### config.mk
export PLATFORM = sky130hd
export DESIGN_NAME = me_block_scheduler
export DESIGN_NICKNAME = d
export VERILOG_FILES = /design/src/rtl/me_sched_pkg.sv /design/src/rtl/me_phase_timer.sv /design/src/rtl/me_block_scheduler.sv
export SDC_FILE = /design/constraint.sdc
export NUM_CORES = 1
export LEC_CHECK = 0
export ABC_AREA = 1
export BUFFER_PORTS_ARGS = -buffer_cell sky130_fd_sc_hd__buf_2
export CORE_MARGIN = 2
export CORE_UTILIZATION = 40
export CTS_CLUSTER_SIZE = 30
export DETAILED_ROUTE_END_ITERATION = 8
export SLEW_MARGIN = 30
export SYNTH_ARGS = -nofsm -noshare
export SYNTH_HDL_FRONTEND = slang
export SYNTH_HIERARCHICAL = 1
export SYNTH_SLANG_ARGS = --single-unit
### constraint.sdc
create_clock -name clk_i -period 4.82 [get_ports clk_i]
set_input_delay 0.482 -clock clk_i [delete_from_list [all_inputs] [get_ports clk_i]]
set_output_delay 0.482 -clock clk_i [all_outputs]
set_load 0.01 [all_outputs]
### src/rtl/me_sched_pkg.sv
// me_sched_pkg: shared state encoding and default geometry for the ME block scheduler.
package me_sched_pkg;

    typedef enum logic [2:0] {
        IDLE     = 3'd0,
        PRIME    = 3'd1,
        WAIT_REF = 3'd2,
        RUN      = 3'd3,
        FINISH   = 3'd4
    } sched_state_e;

    localparam int DEF_BLOCKS_PER_LINE  = 482;
    localparam int DEF_LINES_PER_FRAME  = 270;
    localparam int DEF_CYCLES_PER_BLOCK = 23;
    localparam int DEF_CUR_LOAD_CYCLES  = 16;
    localparam int DEF_PRIME_BLOCKS     = 2;
    localparam int DEF_BX_W             = 9;
    localparam int DEF_BY_W             = 9;

    function automatic int total_blocks(input int blocks_per_line, input int lines_per_frame);
        return blocks_per_line * lines_per_frame;
    endfunction

endpackage

### src/rtl/me_phase_timer.sv
// me_phase_timer: loadable down-counter; tc flags the terminal (zero) count.
module me_phase_timer #(
    parameter int W = 5
) (
    input  logic         clk_i,
    input  logic         rst_n_i,
    input  logic         load,
    input  logic [W-1:0] load_val,
    output logic [W-1:0] count_next,
    output logic         tc
);
    logic [W-1:0] count;

    always_comb begin
        count_next = count;
        if (load) begin
            count_next = load_val;
        end else if (count != '0) begin
            count_next = count - W'(1);
        end
    end

    assign tc = (count == '0);

    always_ff @(posedge clk_i or negedge rst_n_i) begin
        if (!rst_n_i) begin
            count <= '0;
        end else begin
            count <= count_next;
        end
    end

endmodule

### src/rtl/me_block_scheduler.sv
// me_block_scheduler: control sequencer for the ME datapath (prime, reference line switch, block timing).
// Build option: define ME_SCHED_PERF_EN to add the perf_cycles/perf_stalls counters.
module me_block_scheduler
    import me_sched_pkg::*;
#(
    parameter int BLOCKS_PER_LINE  = DEF_BLOCKS_PER_LINE,
    parameter int LINES_PER_FRAME  = DEF_LINES_PER_FRAME,
    parameter int CYCLES_PER_BLOCK = DEF_CYCLES_PER_BLOCK,
    parameter int CUR_LOAD_CYCLES  = DEF_CUR_LOAD_CYCLES,
    parameter int PRIME_BLOCKS     = DEF_PRIME_BLOCKS,
    parameter int BX_W             = DEF_BX_W,
    parameter int BY_W             = DEF_BY_W
) (
    input  logic            clk_i,
    input  logic            rst_n_i,
    input  logic            start,
    input  logic            abort,
    input  logic            sram_ready,
    output logic            ref_next_line,
    output logic            cur_read_en,
    output logic            cur_next_block,
    output logic            ad_valid,
    output logic            block_done,
    output logic [BX_W-1:0] block_x,
    output logic [BY_W-1:0] block_y,
    output logic            busy,
    output logic            frame_done,
    output logic [31:0]     perf_cycles,
    output logic [31:0]     perf_stalls
);
    // state    | meaning
    // IDLE     | waiting for start
    // PRIME    | cold-boot load of the first current blocks
    // WAIT_REF | next reference line requested, waiting for sram_ready
    // RUN      | AD array processing one block per CYCLES_PER_BLOCK cycles
    // FINISH   | one-cycle frame_done, then back to IDLE

    localparam int PRIME_LEN = PRIME_BLOCKS * CUR_LOAD_CYCLES;
    localparam int TOTAL     = total_blocks(BLOCKS_PER_LINE, LINES_PER_FRAME);
    localparam int TW_RUN    = $clog2(CYCLES_PER_BLOCK);
    localparam int TW_PRIME  = $clog2(PRIME_LEN);
    localparam int TW        = (TW_RUN > TW_PRIME) ? TW_RUN : TW_PRIME;

    localparam logic [TW-1:0]   PRIME_LAST = TW'(PRIME_LEN - 1);
    localparam logic [TW-1:0]   RUN_LAST   = TW'(CYCLES_PER_BLOCK - 1);
    localparam logic [TW-1:0]   CUR_OFF    = TW'(CYCLES_PER_BLOCK - CUR_LOAD_CYCLES - 1);
    localparam logic [BX_W-1:0] BX_LAST    = BX_W'(BLOCKS_PER_LINE - 1);
    localparam logic [BY_W-1:0] BY_LAST    = BY_W'(LINES_PER_FRAME - 1);
    localparam logic [31:0]     PF_INIT    = (TOTAL > PRIME_BLOCKS) ? 32'(TOTAL - PRIME_BLOCKS) : 32'd0;

    sched_state_e    state, state_nxt;
    logic            tmr_load, tmr_tc, cur_d, blk_last;
    logic [TW-1:0]   tmr_val, cnt_nxt;
    logic [BX_W-1:0] bx_nxt;
    logic [BY_W-1:0] by_nxt;
    logic [31:0]     pf_left, pf_nxt;

    me_phase_timer #(.W(TW)) u_timer (
        .clk_i      (clk_i),
        .rst_n_i    (rst_n_i),
        .load       (tmr_load),
        .load_val   (tmr_val),
        .count_next (cnt_nxt),
        .tc         (tmr_tc)
    );

    always_ff @(posedge clk_i or negedge rst_n_i) begin
        if (!rst_n_i) begin
            state <= IDLE;
        end else begin
            state <= state_nxt;
        end
    end

    always_comb begin
        state_nxt = state;
        tmr_load  = 1'b0;
        tmr_val   = '0;
        bx_nxt    = block_x;
        by_nxt    = block_y;
        pf_nxt    = pf_left;
        if (abort) begin
            state_nxt = IDLE;
            tmr_load  = 1'b1;
        end else begin
            unique case (state)
                IDLE: begin
                    if (start) begin
                        state_nxt = PRIME;
                        tmr_load  = 1'b1;
                        tmr_val   = PRIME_LAST;
                        bx_nxt    = '0;
                        by_nxt    = '0;
                        pf_nxt    = PF_INIT;
                    end
                end
                PRIME: begin
                    if (tmr_tc) state_nxt = WAIT_REF;
                end
                WAIT_REF: begin
                    if (sram_ready) begin
                        state_nxt = RUN;
                        tmr_load  = 1'b1;
                        tmr_val   = RUN_LAST;
                    end
                end
                RUN: begin
                    if (tmr_tc) begin
                        if (pf_left != '0) pf_nxt = pf_left - 32'd1;
                        if (block_x == BX_LAST) begin
                            if (block_y == BY_LAST) begin
                                state_nxt = FINISH;
                            end else begin
                                bx_nxt    = '0;
                                by_nxt    = block_y + BY_W'(1);
                                state_nxt = WAIT_REF;
                            end
                        end else begin
                            bx_nxt   = block_x + BX_W'(1);
                            tmr_load = 1'b1;
                            tmr_val  = RUN_LAST;
                        end
                    end
                end
                FINISH:  state_nxt = IDLE;
                default: state_nxt = IDLE;
            endcase
        end

        // Prefetch window opens at each block start and closes after CUR_LOAD_CYCLES.
        cur_d = 1'b0;
        if (state_nxt == PRIME) begin
            cur_d = 1'b1;
        end else if (state_nxt == RUN) begin
            if (tmr_load) begin
                cur_d = (pf_nxt != '0);
            end else if (cnt_nxt == CUR_OFF) begin
                cur_d = 1'b0;
            end else begin
                cur_d = cur_read_en;
            end
        end
        blk_last = (state_nxt == RUN) && (cnt_nxt == '0);
    end

    always_ff @(posedge clk_i or negedge rst_n_i) begin
        if (!rst_n_i) begin
            block_x        <= '0;
            block_y        <= '0;
            pf_left        <= '0;
            busy           <= 1'b0;
            ad_valid       <= 1'b0;
            ref_next_line  <= 1'b0;
            block_done     <= 1'b0;
            cur_next_block <= 1'b0;
            frame_done     <= 1'b0;
            cur_read_en    <= 1'b0;
        end else begin
            block_x        <= bx_nxt;
            block_y        <= by_nxt;
            pf_left        <= pf_nxt;
            busy           <= (state_nxt != IDLE);
            ad_valid       <= (state_nxt == RUN);
            ref_next_line  <= (state_nxt == WAIT_REF) && (state != WAIT_REF);
            block_done     <= blk_last;
            cur_next_block <= blk_last;
            frame_done     <= (state_nxt == FINISH);
            cur_read_en    <= cur_d;
        end
    end

`ifdef ME_SCHED_PERF_EN
    logic start_acc;
    assign start_acc = (state == IDLE) && start && !abort;

    always_ff @(posedge clk_i or negedge rst_n_i) begin
        if (!rst_n_i) begin
            perf_cycles <= '0;
            perf_stalls <= '0;
        end else if (start_acc) begin
            perf_cycles <= '0;
            perf_stalls <= '0;
        end else begin
            if (busy && (perf_cycles != 32'hFFFF_FFFF)) perf_cycles <= perf_cycles + 32'd1;
            if ((state == WAIT_REF) && (perf_stalls != 32'hFFFF_FFFF)) perf_stalls <= perf_stalls + 32'd1;
        end
    end
`else
    assign perf_cycles = '0;
    assign perf_stalls = '0;
`endif

endmodule

==> reports/qor.csv, run 1 <==
stage,metric,value,unit
timing,measured slew at the worst slew-check pin,0.8369,ns
timing,setup_tns,0,ns
clock_network,Max clock buf depth,2,
clock_network,Root Driver,clkbuf_16,
critical_path,crit path from,u_timer/count[0],
timing,Slew headroom,44.20,%
routing,Vias,4774,
placement,I/O Buffers,29,
floorplan,Top Ports,94,
global_routing,initial antenna violation count,0,
timing,fin crit period,3.577,ns
critical_path,critical path class,register to register,
yosys,Yosys reg bits,64,
yosys,ys flop type,dfrtp_1,
timing,Tcrit/Tclk final,74.22,%
yosys,sequential share of the synthesized area,31.05,%
outcome,status,finished clean,
pwr,Clk pwr share,36.3,%
clock_network,H-tree Lvls,3,
timing,"Setup violations, final",0,
timing,skew final,0.009434,ns
clock_network,clk_lat worst skew,0.35,ns
critical_path,"Data required, critical path",5.06,ns
final_layout,multi-input logic area,2784,sq um
placement,placer congestion estimate,0.9171,
final_layout,FF+latch area,1602,sq um
critical_path,Worst Setup Start Kind,register,
critical_path,CP Max Fanout,23,
routing,"wirelength, routed",13260,um
timing,final hold violations,0,
final_layout,P&R area growth vs syn,7.373,%
critical_path,CP Capture Type,register,
clock_network,post-cts gate resize count,0,
timing,Peak Freq,279.5,MHz
final_layout,fin area,5539,sq um
clock_network,TritonCTS Buffers,9,
routing,Residual DRC,0,
placement,dpl hpwl,9776,um
floorplan,Die H,117.6,um
pwr,Internal,1.277,mW
hold_path,Hold Crit Class,input pin to asynchronous set/reset pin,
clock_network,Clock Sink Count,64,
final_layout,antenna diode count,0,
yosys,syn_area_per_cell,6.563,sq um
global_routing,vias in the first global route,4335,
floorplan,die area,13820,sq um
critical_path,Worst EP arrival,3.82,ns
yosys,Syn Inst Count,786,
clock_network,CTS tree,yes,
floorplan,Die W,117.6,um
yosys,count of cell types in the netlist,45,
global_routing,largest net degree at the start of global routing,65,
yosys,number of synthesized flops with an enable pin,0,
routing,Vias/cell,4.827,
routing,initial detailed-routing violation count,331,
global_routing,first-pass GRT wire length,22140,um
floorplan,core area,12620,sq um
flow_run,# Max-Cap Violations,0,
yosys,"FFs w/ async S/R, synth",100.0,%
pwr,Max IR drop VDD,0.2209,mV
final_layout,Nets,824,
placement,placed cell areas,5197,sq um
yosys,Yosys warning total,6,
pwr,Comb power frac,30.7,%
global_routing,gr ovfl total,0,
floorplan,row count,41,
routing,antenna-violating nets left,0,
yosys,Mapped Area,5159,sq um
clock_network,Post-CTS Hold Fix Bufs,0,
routing,Initial DRT Pass Iterations,5,
timing,Slew Limit Fails,0,
pwr,Leakage,2.868,nW
final_layout,fillcell total,1339,
global_routing,gr usage total,19.97,%
critical_path,r2r startpoint,u_timer/count[0],
pwr,Net Sw Frac,37.74,%
clock_network,post-CTS setup buffer count,0,
clock_network,Clock transition at path regs,0.06,ns
routing,Routed WL per cell,13.41,um
timing,RSZ-0062 raised after global routing,no,
floorplan,Initial Util,40.88,%
pwr,power density over cell area,370.4,nW/um^2
pwr,sequential power share,33.0,%
final_layout,fraction of layout cells with a size suffix above 1,11.26,%
pwr,P_sw,0.7744,mW
## worst max-delay path, cell delays in order (launching register included)
cell and delay [ns]:
dfrtp_1 0.38, inv_1 0.12, ha_1 0.28, nand3_2 0.14, inv_1 0.44, inv_1 0.43, nor2_4 0.56, nand2_1 0.21
nor2_1 0.13, nand3_1 0.07, a21oi_1 0.24, nand4_1 0.18, nor2_1 0.13, nand2_1 0.06, nand2_1 0.05, nand2_1 0.04
## layout make-up
| cell class | count | area share [%] |
|---|---|---|
| Tap cell | 172 | 3.885 |
| Timing Repair Buffer | 31 | 2.891 |
| Multi-Input combinational cell | 591 | 50.26 |
| Clock inverter | 4 | 1.355 |
| Sequential cell | 64 | 28.91 |
| Inverter | 115 | 7.883 |
| Clock buffer | 12 | 4.811 |
## registers in the layout, indices dropped and copies added (netlist names)
signal / count
pf_left: 32
block_done: 1
frame_done: 1
busy: 1
ref_next_line: 1
u_timer/count: 5
block_x: 9
block_y: 9
state: 3
ad_valid: 1
cur_read_en: 1
## synth_stat cells, types with 7 or more instances
| cell | instances | area share (%) |
|---|---|---|
| nand4_1 | 16 | 1.9 |
| inv_1 | 110 | 8.0 |
| ha_1 | 7 | 1.7 |
| nor2_2 | 13 | 1.6 |
| nand3_2 | 7 | 1.4 |
| nor2_1 | 86 | 6.3 |
| o21ai_0 | 37 | 3.6 |
| nand2_1 | 208 | 15 |
| nor3_1 | 9 | 0.87 |
| a21oi_1 | 24 | 2.3 |
| buf_4 | 66 | 9.6 |
| nand2_2 | 9 | 1.1 |
| nand3_1 | 61 | 5.9 |
| dfrtp_1 | 64 | 31 |
## per-layer routing
metal  routed length, um  vias to the layer above  global-route usage [%]
li1                    -                     2412                       -
met1                6114                     2199                   27.09
met2                6088                      144                   31.36
met3                 778                       19                   4.264
met4                 280                        0                   7.380
met5                   0                        -                       0
## cells in the final DEF (no fill, tap or decap), types with 13 or more instances in the layout
master / n
buf_2: 29
conb_1: 64
inv_1: 110
nor2_1: 86
nand2_1: 208
nand4_1: 16
nand3_1: 61
nor2_2: 13
dfrtp_1: 64
a21oi_1: 24
o21ai_0: 37
## logic make-up after synthesis
family          count (synthesis)  share of synthesized area [%]
xor+xnor                        4                         0.6792
buf+inv                       194                          19.57
other cells                     1                        0.07269
flops                          64                          31.05
fa+ha+maj                       7                          1.698
simple gates                  432                          37.86
compound gates                 84                          9.071
## final timing paths
path | endpoint | slack (ns) | cells past startpoint
min in group clk_i | frame_done | 0.45 | 2
worst min-delay path | pf_left[25] | 0.33 | 2
worst min register to register | frame_done | 0.50 | 1
worst max-delay path | cur_read_en | 1.24 | 15
worst max register to register | cur_read_en | 1.24 | 15
max in group asynchronous | u_timer/count[0] | 3.95 | 2
## power by group through the flow
stage / sequential [mW] / clock [mW] / combinational, mW
after global routing: 0.684 / 0.789 / 0.724
after detailed placement: 0.684 / 0 / 0.625
after CTS: 0.676 / 0.760 / 0.626
final: 0.678 / 0.744 / 0.630
after floorplan: 0.663 / 0 / 0.539
after global placement: 0.684 / 0 / 0.623
## per-stage QoR
stage / total power, mW / setup WS, ns / util, % / hold WS [ns] / cells
final: 2.052 / 1.243 / 43.89 / 0.3258 / 989
after CTS: 2.061 / 1.332 / 43.89 / 0.3666 / 989
after detailed placement: 1.309 / 1.321 / 41.19 / 0.4875 / 973
after global placement: 1.307 / 1.458 / 41.19 / 0.4949 / 973
after floorplan: 1.203 / 2.150 / - / 0.1864 / 849
after global routing: 2.198 / 0.9205 / 43.89 / 0.4194 / 989
Power figures use the tool's default switching activity.
==> inputs of run 2 (changes only) <==
--- a/config.mk
+++ b/config.mk
@@ -5,7 +5,7 @@
 export SDC_FILE = /design/constraint.sdc
 export NUM_CORES = 1
 export LEC_CHECK = 0
-export ABC_AREA = 1
+export ABC_AREA = 0
 export BUFFER_PORTS_ARGS = -buffer_cell sky130_fd_sc_hd__buf_2
 export CORE_MARGIN = 2
 export CORE_UTILIZATION = 40
==> constraint.sdc (replaced) <==
create_clock -name clk_i -period 3 [get_ports clk_i]
set_input_delay 0.3 -clock clk_i [delete_from_list [all_inputs] [get_ports clk_i]]
set_output_delay 0.3 -clock clk_i [all_outputs]
set_load 0.01 [all_outputs]
==> reports/qor.csv, run 2 <==
stage,metric,value,unit
outcome,status,finished with violations,
outcome,failing checks,setup timing,
yosys,syn_area_per_cell,8.491,sq um
final_layout,Biggest register,pf_left,
floorplan,Initial Util,41.12,%
timing,Tcrit/Tclk final,119.4,%
global_routing,gr ovfl total,0,
yosys,Synth area leaders,"dfrtp_1 (36%), buf_4 (11%), o21ai_0 (4.3%)",
yosys,"area leader, netlist",dfrtp_1,
yosys,"FFs w/ async S/R, synth",100.0,%
pwr,Clk pwr share,33.3,%
clock_network,clk_lat worst skew,0.36,ns
clock_network,CTS tree,yes,
critical_path,Worst EP arrival,3.83,ns
hold_path,Hold Crit Class,input pin to asynchronous set/reset pin,
yosys,Post-Synth XOR/XNOR Area,2.161,%
yosys,share of Yosys cell area claimed by the top area cell type,35.92,%
critical_path,slowest CP cell,or4b_4,
critical_path,worst path cell trace,inv_2 -> ha_4 -> nor4b_4 -> or4b_4 -> or3_4 -> or4_4 -> nand2_1 -> a31oi_1 -> or4_1 -> or4_1 -> nor4_2 -> a21oi_1,
timing,measured slew at the worst slew-check pin,0.6707,ns
yosys,main combinational cell family by area after synthesis,simple AND/OR/NAND/NOR gates,
floorplan,Die W,109.6,um
global_routing,routing usage on met2,36.38,%
clock_network,TritonCTS Buffers,9,
global_routing,met1 usage,33.62,%
global_routing,largest net degree at the start of global routing,32,
yosys,"count leader, synth",buf_4,
critical_path,Worst Setup Start Kind,register,
clock_network,Clock Sink Count,64,
yosys,sequential share of the synthesized area,35.92,%
timing,"Setup violations, final",1,
yosys,ys flop type,dfrtp_1,
final_layout,top flop regs,"pf_left (32), block_x (9), block_y (9)",
yosys,Syn Inst Count,525,
floorplan,Top Ports,94,
pwr,power density over cell area,498.8,nW/um^2
pwr,sequential power share,34.7,%
global_routing,Top Usage Layer GRT,met2,
global_routing,gr usage total,24.81,%
floorplan,Die H,109.6,um
routing,"wirelength, routed",14030,um
floorplan,die area,12010,sq um
placement,dpl ws,-0.6896,ns
placement,placer congestion estimate,0.9783,
timing,Slew headroom,54.89,%
placement,I/O Buffers,29,
critical_path,CP peak stage delay,0.54,ns
final_layout,antenna diode count,0,
routing,Vias,4522,
clock_network,Clock transition at path regs,0.08,ns
global_routing,first-pass GRT wire length,22320,um
global_routing,met3 Track Usage GR,5.868,%
pwr,Net Sw Frac,33.06,%
timing,Peak Freq,279.2,MHz
routing,Initial DRT Pass Iterations,5,
timing,Final WS setup,-0.5815,ns
clock_network,H-tree Lvls,3,
global_routing,vias in the first global route,4238,
timing,final hold violations,0,
final_layout,multi-input logic area,2515,sq um
yosys,count of cell types in the netlist,67,
final_layout,max reg flops,32,
timing,Final Hold Slack,0.3958,ns
yosys,Synth top cells by count,"buf_4 (66), dfrtp_1 (64), nor2_1 (47), nand2_1 (42), o21ai_0 (38)",
final_layout,fillcell total,1023,
critical_path,CP Max Fanout,3,
clock_network,post-CTS setup buffer count,0,
floorplan,core area,10840,sq um
clock_network,Root Driver,clkbuf_8,
routing,Vias/cell,5.590,
routing,Residual DRC,0,
timing,fin crit period,3.581,ns
final_layout,FF+latch area,1602,sq um
yosys,Post-Synth Simple-Gate Area,31.27,%
pwr,Internal,1.883,mW
routing,Routed WL per cell,17.34,um
critical_path,"Data required, critical path",3.25,ns
yosys,Yosys reg bits,64,
critical_path,critical path class,register to register,
yosys,Mapped Area,4458,sq um
pwr,Max IR drop VDD,0.2897,mV
pwr,Comb power frac,32.0,%
timing,skew final,0.009381,ns
final_layout,fraction of layout cells with a size suffix above 1,27.65,%
yosys,Synth Area in Compound Gates,14.40,%
routing,initial detailed-routing violation count,362,
final_layout,"commonest non-fill, non-tap cell in the layout",buf_4,
critical_path,CP Capture Type,register,
critical_path,CP most frequent cell,or4_1,
final_layout,P&R area growth vs syn,26.52,%
floorplan,row count,38,
flow_run,# Max-Cap Violations,0,
pwr,P_sw,0.9301,mW
clock_network,Max clock buf depth,2,
yosys,number of synthesized flops with an enable pin,0,
pwr,Leakage,2.635,nW
placement,dpl hpwl,10900,um
yosys,area share of fa/ha/maj cells after synthesis,1.965,%
final_layout,Nets,676,
yosys,mux cell area share after synthesis,0.7017,%
final_layout,most frequent cells in the layout,"buf_4 (115), conb_1 (64), dfrtp_1 (64), nor2_1 (47), nand2_1 (42)",
pwr,Total Power,2.814,mW
timing,Slew Limit Fails,0,
routing,antenna-violating nets left,0,
yosys,Yosys warning total,6,
global_routing,initial antenna violation count,0,
timing,RSZ-0062 raised after global routing,yes,
-- run 2: cells by family after synthesis --
| group | count (synthesis) |
|---|---|
| compound gates | 103 |
| other cells | 1 |
| xor+xnor | 11 |
| fa+ha+maj | 7 |
| buf+inv | 94 |
| mux | 3 |
| simple gates | 242 |
| flops | 64 |
-- run 2: through the flow --
stage                     TNS, ns  util [%]  cell area, sq um  instances
after floorplan           -0.7264         -              4707        588
final                     -0.5815     52.03              5640        809
after detailed placement  -0.6896     49.57              5374        792
after global placement    -0.5944     49.57              5374        792
after CTS                 -0.5619     51.97              5634        809
after global routing      -0.7229     52.03              5640        809
-- run 2: cell type report --
cell class                      count  area share (%)
Clock buffer                       11           2.507
Clock inverter                      5           1.841
Inverter                           12          0.7986
Multi-Input combinational cell    430           44.59
Sequential cell                    64           28.39
Tap cell                          140           3.106
Timing Repair Buffer              147           18.77
-- run 2: metal layers --
metal	vias to the layer above	routed length, um	share of wire, %
li1	2069	-	-
met1	2161	6134	44
met2	247	6011	43
met3	45	1306	9.3
met4	0	575	4.1
met5	-	0	0
-- run 2: worst paths after layout --
| path | end | slack, ns | depth (start not counted) | start |
|---|---|---|---|---|
| worst max-delay path | cur_read_en | -0.58 | 12 | u_timer/count[1] |
| worst min-delay path | block_x[7] | 0.40 | 2 | rst_n_i |
| worst max register to register | cur_read_en | -0.58 | 12 | u_timer/count[1] |
| worst min register to register | block_x[8] | 0.52 | 1 | block_x[8] |
| max in group asynchronous | pf_left[10] | 2.02 | 3 | rst_n_i |
| min in group clk_i | state[0] | 0.50 | 4 | abort |
-- run 2: repair_timing --
| action | 4_1_cts | 5_1_grt |
|---|---|---|
| endpoints found under the hold margin | 16 | 0 |
| endpoints found under the setup margin | 1 | 3 |
| hold buffers | 1 | 0 |
| pin swaps | 2 | 1 |
| resized for setup | 1 | 2 |
-- run 2: power by group through the flow --
stage | sequential (mW) | combinational, mW | clock [mW]
detailed placement | 0.994 | 0.881 | 0
finish | 0.977 | 0.901 | 0.936
global placement | 0.991 | 0.871 | 0
CTS | 0.979 | 0.887 | 0.948
floorplan | 1.01 | 0.536 | 0
global route | 0.987 | 0.985 | 0.986
-- run 2: critical path, delay by kind of cell, from the launching register on --
kind	cells	cell delay (ns)
buffers and inverters	1	0.08
adders and majority gates	1	0.13
DFF	1	0.39
and+or+nand+nor	8	2.67
AOI/OAI and AO/OA	2	0.19
